**config.mk**
```make
export PLATFORM = sky130hd
export DESIGN_NAME = multicycle_control
export DESIGN_NICKNAME = d
export VERILOG_FILES = /design/src/rtl/multicycle_control_pkg.sv /design/src/rtl/multicycle_control.sv
export SDC_FILE = /design/constraint.sdc
export NUM_CORES = 1
export LEC_CHECK = 0
export BUFFER_PORTS_ARGS = -buffer_cell sky130_fd_sc_hd__clkbuf_2
export CAP_MARGIN = 20
export CORE_MARGIN = 2
export CORE_UTILIZATION = 46
export DETAILED_ROUTE_END_ITERATION = 12
export PLACE_DENSITY = 0.77
export SLEW_MARGIN = 40
export SYNTH_ARGS = -nofsm -noshare
export SYNTH_HDL_FRONTEND = slang
export SYNTH_SLANG_ARGS = --single-unit
```
**constraint.sdc**
```tcl
create_clock -name clk -period 3.91 [get_ports clk]
set_clock_uncertainty 0.15 [all_clocks]
set_input_delay 0.5865 -clock clk [delete_from_list [all_inputs] [get_ports clk]]
set_output_delay 0.5865 -clock clk [all_outputs]
set_load 0.05 [all_outputs]
```
**src/rtl/multicycle_control_pkg.sv**
```systemverilog
// Shared definitions for the multicycle RISC-V control FSM: state encoding,
// opcode constants, datapath select encodings and an immediate-format helper.
package multicycle_control_pkg;

  typedef enum logic [3:0] {
    S_FETCH    = 4'd0,
    S_DECODE   = 4'd1,
    S_MEMADR   = 4'd2,
    S_MEMREAD  = 4'd3,
    S_MEMWB    = 4'd4,
    S_MEMWRITE = 4'd5,
    S_EXECR    = 4'd6,
    S_ALUWB    = 4'd7,
    S_EXECI    = 4'd8,
    S_JAL      = 4'd9,
    S_BRANCH   = 4'd10,
    S_LUI      = 4'd11,
    S_ILLEGAL  = 4'd12
  } state_e;

  localparam logic [6:0] OP_LOAD   = 7'b0000011;
  localparam logic [6:0] OP_STORE  = 7'b0100011;
  localparam logic [6:0] OP_RTYPE  = 7'b0110011;
  localparam logic [6:0] OP_ITYPE  = 7'b0010011;
  localparam logic [6:0] OP_BRANCH = 7'b1100011;
  localparam logic [6:0] OP_JAL    = 7'b1101111;
  localparam logic [6:0] OP_LUI    = 7'b0110111;

  localparam logic [1:0] RES_ALUOUT = 2'b00;
  localparam logic [1:0] RES_DATA   = 2'b01;
  localparam logic [1:0] RES_ALU    = 2'b10;

  localparam logic [1:0] SRCA_PC    = 2'b00;
  localparam logic [1:0] SRCA_OLDPC = 2'b01;
  localparam logic [1:0] SRCA_RS1   = 2'b10;
  localparam logic [1:0] SRCA_ZERO  = 2'b11;

  localparam logic [1:0] SRCB_RS2   = 2'b00;
  localparam logic [1:0] SRCB_IMM   = 2'b01;
  localparam logic [1:0] SRCB_FOUR  = 2'b10;

  localparam logic [1:0] ALUOP_ADD  = 2'b00;
  localparam logic [1:0] ALUOP_SUB  = 2'b01;
  localparam logic [1:0] ALUOP_FUNC = 2'b10;

  localparam logic [2:0] IMM_I = 3'd0;
  localparam logic [2:0] IMM_S = 3'd1;
  localparam logic [2:0] IMM_B = 3'd2;
  localparam logic [2:0] IMM_J = 3'd3;
  localparam logic [2:0] IMM_U = 3'd4;

  // Per-state control bundle; pc_update and branch combine into pc_write.
  typedef struct packed {
    logic       pc_update;
    logic       branch;
    logic       adr_src;
    logic       mem_write;
    logic       ir_write;
    logic       reg_write;
    logic [1:0] result_src;
    logic [1:0] alu_src_a;
    logic [1:0] alu_src_b;
    logic [1:0] alu_op;
    logic       illegal;
  } ctrl_t;

  // Immediate format for the datapath's extender, keyed off the same opcodes.
  function automatic logic [2:0] imm_src_of(input logic [6:0] opcode);
    logic [2:0] sel;
    sel = IMM_I;
    case (opcode)
      OP_STORE:  sel = IMM_S;
      OP_BRANCH: sel = IMM_B;
      OP_JAL:    sel = IMM_J;
      OP_LUI:    sel = IMM_U;
      default:   sel = IMM_I;
    endcase
    return sel;
  endfunction

endpackage

```
**src/rtl/multicycle_control.sv**
```systemverilog
// Main control FSM for a multicycle RISC-V core with a unified memory:
// Moore outputs per state, with fetch/memread progress gated by mem_ready.
module multicycle_control
  import multicycle_control_pkg::*;
#(
  parameter int unsigned TRAP_ON_ILLEGAL = 1
) (
  input  logic       clk,
  input  logic       reset,
  input  logic [6:0] op,
  input  logic       zero,
  input  logic       mem_ready,
  output logic       pc_write,
  output logic       adr_src,
  output logic       mem_write,
  output logic       ir_write,
  output logic       reg_write,
  output logic [1:0] result_src,
  output logic [1:0] alu_src_a,
  output logic [1:0] alu_src_b,
  output logic [1:0] alu_op,
  output logic       illegal
);

  state_e state_q, state_d;
  ctrl_t  ctrl;

  always_ff @(posedge clk) begin
    if (reset) state_q <= S_FETCH;
    else       state_q <= state_d;
  end

  always_comb begin
    state_d = state_q;
    case (state_q)
      S_FETCH:    state_d = mem_ready ? S_DECODE : S_FETCH;
      S_DECODE: begin
        case (op)
          OP_LOAD, OP_STORE: state_d = S_MEMADR;
          OP_RTYPE:          state_d = S_EXECR;
          OP_ITYPE:          state_d = S_EXECI;
          OP_BRANCH:         state_d = S_BRANCH;
          OP_JAL:            state_d = S_JAL;
          OP_LUI:            state_d = S_LUI;
          default:           state_d = (TRAP_ON_ILLEGAL != 0) ? S_ILLEGAL : S_FETCH;
        endcase
      end
      S_MEMADR:   state_d = (op == OP_LOAD) ? S_MEMREAD : S_MEMWRITE;
      S_MEMREAD:  state_d = mem_ready ? S_MEMWB : S_MEMREAD;
      S_MEMWB:    state_d = S_FETCH;
      S_MEMWRITE: state_d = S_FETCH;
      S_EXECR:    state_d = S_ALUWB;
      S_EXECI:    state_d = S_ALUWB;
      S_LUI:      state_d = S_ALUWB;
      S_ALUWB:    state_d = S_FETCH;
      S_BRANCH:   state_d = S_FETCH;
      S_JAL:      state_d = S_ALUWB;
      S_ILLEGAL:  state_d = S_ILLEGAL;
      default:    state_d = S_FETCH;
    endcase
  end

  // Reset masks every output combinationally, so strobes drop in the same cycle.
  always_comb begin
    ctrl = '0;
    if (!reset) begin
      case (state_q)
        S_FETCH: begin
          ctrl.adr_src    = 1'b0;
          ctrl.alu_src_a  = SRCA_PC;
          ctrl.alu_src_b  = SRCB_FOUR;
          ctrl.alu_op     = ALUOP_ADD;
          ctrl.result_src = RES_ALU;
          ctrl.ir_write   = mem_ready;
          ctrl.pc_update  = mem_ready;
        end
        S_DECODE: begin
          ctrl.alu_src_a = SRCA_OLDPC;
          ctrl.alu_src_b = SRCB_IMM;
          ctrl.alu_op    = ALUOP_ADD;
        end
        S_MEMADR: begin
          ctrl.alu_src_a = SRCA_RS1;
          ctrl.alu_src_b = SRCB_IMM;
          ctrl.alu_op    = ALUOP_ADD;
        end
        S_MEMREAD: begin
          ctrl.adr_src    = 1'b1;
          ctrl.result_src = RES_ALUOUT;
        end
        S_MEMWB: begin
          ctrl.result_src = RES_DATA;
          ctrl.reg_write  = 1'b1;
        end
        S_MEMWRITE: begin
          ctrl.adr_src    = 1'b1;
          ctrl.result_src = RES_ALUOUT;
          ctrl.mem_write  = 1'b1;
        end
        S_EXECR: begin
          ctrl.alu_src_a = SRCA_RS1;
          ctrl.alu_src_b = SRCB_RS2;
          ctrl.alu_op    = ALUOP_FUNC;
        end
        S_EXECI: begin
          ctrl.alu_src_a = SRCA_RS1;
          ctrl.alu_src_b = SRCB_IMM;
          ctrl.alu_op    = ALUOP_FUNC;
        end
        S_LUI: begin
          ctrl.alu_src_a = SRCA_ZERO;
          ctrl.alu_src_b = SRCB_IMM;
          ctrl.alu_op    = ALUOP_ADD;
        end
        S_ALUWB: begin
          ctrl.result_src = RES_ALUOUT;
          ctrl.reg_write  = 1'b1;
        end
        S_BRANCH: begin
          ctrl.alu_src_a  = SRCA_RS1;
          ctrl.alu_src_b  = SRCB_RS2;
          ctrl.alu_op     = ALUOP_SUB;
          ctrl.result_src = RES_ALUOUT;
          ctrl.branch     = 1'b1;
        end
        S_JAL: begin
          ctrl.alu_src_a  = SRCA_OLDPC;
          ctrl.alu_src_b  = SRCB_FOUR;
          ctrl.alu_op     = ALUOP_ADD;
          ctrl.result_src = RES_ALUOUT;
          ctrl.pc_update  = 1'b1;
        end
        S_ILLEGAL: ctrl.illegal = 1'b1;
        default:   ctrl = '0;
      endcase
    end
  end

  assign pc_write   = ctrl.pc_update | (ctrl.branch & zero);
  assign adr_src    = ctrl.adr_src;
  assign mem_write  = ctrl.mem_write;
  assign ir_write   = ctrl.ir_write;
  assign reg_write  = ctrl.reg_write;
  assign result_src = ctrl.result_src;
  assign alu_src_a  = ctrl.alu_src_a;
  assign alu_src_b  = ctrl.alu_src_b;
  assign alu_op     = ctrl.alu_op;
  assign illegal    = ctrl.illegal;

endmodule

```
==> flow_summary.ini <==
[synthesis]
ys_top_cells_by_area = dfxtp_1, nand2b_1, a21oi_1, nor3_1, nor2_1
syn_avg_cell_area_um2 = 6.68
syn_nets = 102
yosys.area.top_type = dfxtp_1
syn_inst = 91
yosysUniqueCellTypes = 37
synth_area_um2 = 608
yosysTopAreaCellShare_pct = 13.2
yosysSeqAreaShare_pct = 13.2
yosysWarningCount = 0
yosys_register_bits = 4

[global_routing]
gr-total-overflow = 0
antenna_found_initial = 0
grt_pass1_wl_um = 2300
grt_pass1_vias = 551
grt_max_degree = 21
grt_use_total_pct = 20.2

[clock_tree]
post-cts-setup-buffer-count = 0
cts_resized = 0
cts_made_buffers = 3
htreeDepth = 1
path_clk_slew_ps = 40
clockBufferDepth = 2
clkSinkCount = 4
root_buffer = clkbuf_4
ctsHoldBuffers = 0
clock_latency_ps = 220
cts_tree = yes

[final_layout]
multi_input_area_um2 = 488
mostFrequentLayoutCell = clkbuf_2
largest_reg_flops = 4
fill_cells = 130
reg_top3 = state_q x4
final_cell_mix = clkbuf_2, nor2_1, a21oi_1
final_util_pct = 58.1
regMostFlops = state_q
nets = 124
syn2layout_area_growth_pct = 21.2
antenna_cells = 0
final_area_um2 = 737
regArea_um2 = 80.1
drive_gt1_share_pct = 31.5

[pwr]
swShare_pct = 54.6
power.density_nw_per_um2 = 434
vdd_drop_max_v = 0.000182
power.internal_mw = 0.145
combPwrFrac_pct = 59.9
p_leak_nw = 0.289
switching_power_mw = 0.175
p_seq_share_pct = 25.0
clkPwrFrac_pct = 15.1
power_mw = 0.320

[routing]
post_drt_wl_per_cell_um = 11.9
drcViolationCount = 0
wl_um = 1500
vias = 722
first_pass_iters = 4
ant_nets = 0
drtIter0Drc = 28
vias_per_cell = 5.73

[floorplanning]
die_x_um = 40.4
rows = 13
start_util_pct = 47.9
pin_count = 25
die_h_um = 40.4
dieArea_um2 = 1630
core_um2 = 1270

[outcome]
status = finished clean

[sta]
maxSlewHeadroom_pct = 55.3
worst_pin_slew_ps = 670
slew_viol_final = 0
fmax_mhz = 368
fin_setup_tns_ps = 0
fin_crit_sh_pct = 69.5
setup_ws_ps = 1190
rsz0062_at_grt = no
finalHoldViolCount = 0
setup_violations = 0
fin_crit_ps = 2720

[worst_setup_path]
worstPathCellList = nor2b_1, a21oi_1, nor3_1, or2_2, clkbuf_2
crit_family = flip-flops
cpMaxStageDelayCell = dfxtp_1
crit_arrival_ps = 1980
crit_buf_inv = 1
critPathMaxStageDelay_ps = 740
critPathLaunchType = register
path_max_fanout = 19
cp-end-kind = output port
criticalPathCategory = reg2out
worstPathRequired_ps = 3170

[placed_design]
dpl_worst_slack_ps = 1460
dp_hpwl_um = 1130
port-buffer-count = 24
globalplace.congestion = 0.795
postPlaceCellArea_um2 = 714

[worst_hold_path]
hold_path_class = in2reg

[job]
maxCapViolations = 0
[worst min-delay path, cell delays in order]
cell and delay [ps]:
clkbuf_2 100, nand4_1 80, or4_1 110, a21oi_1 60
[cell type report]
type	count	share of cell area [%]
repair buffers	24	16.3
well taps	15	2.55
inverters	2	1.02
multi-input cells	78	66.2
flip-flops and latches	4	10.9
clock buffers	3	3.06
[power by group through the flow]
stage	registers, mW	logic (mW)	clock network (mW)
after detailed placement	0.0807	0.191	0
after floorplan	0.0535	0.181	0
final	0.0801	0.192	0.0484
after CTS	0.0798	0.191	0.0502
after global routing	0.0837	0.206	0.0548
after global placement	0.0800	0.189	0
[Yosys cell counts (all sizes together)]
master	count
o22ai	2
nand3	5
or2	2
o2bb2ai	1
a211oi	1
maj3	1
nor3	6
a2111oi	2
nor2	8
o21bai	1
buf	5
inv	2
nor2b	4
o21ai	5
nand3b	2
clkbuf	2
a211o	1
nor3b	1
nand4	1
xor2	1
and4bb	1
nand2b	6
mux2	1
or4	1
a21oi	7
and2	1
dfxtp	4
nor4	4
xnor2	1
nand2	6
nor4b	3
or3	1
a31oi	2
[kinds of logic after synthesis]
kind of cell / share of synthesized area (%)
compound gates: 22.4
buf+inv: 7.61
flops: 13.2
mux: 1.85
fa+ha+maj: 1.85
simple gates: 50.2
xor+xnor: 2.88
[final timing paths]
path	start	end	slack, ps	cells after the start
setup / recovery	state_q[1]	pc_write	1190	5
hold / removal	op[0]	state_q[0]	610	4
setup reg to reg	state_q[0]	state_q[0]	1950	4
hold reg to reg	state_q[3]	state_q[0]	670	3
[routing by layer]
metal  part of all wire, %  wire length, um  GRT usage, %  vias to the layer above
li1                      -                -             -                      378
met1                    45              674          27.5                      312
met2                    47              710          33.7                       32
met3                   7.4              111          3.33                        0
met4                     0                0          2.50                        0
met5                     0                0             0                        -
[metrics by stage]
step           hold slack [ps]  std cells
2_1_floorplan              426         91
3_3_place_gp               641        123
3_5_place_dp               672        123
4_1_cts                    604        126
5_1_grt                    635        126
6_report                   610        126
No activity file was read; power rests on OpenSTA's default activity.
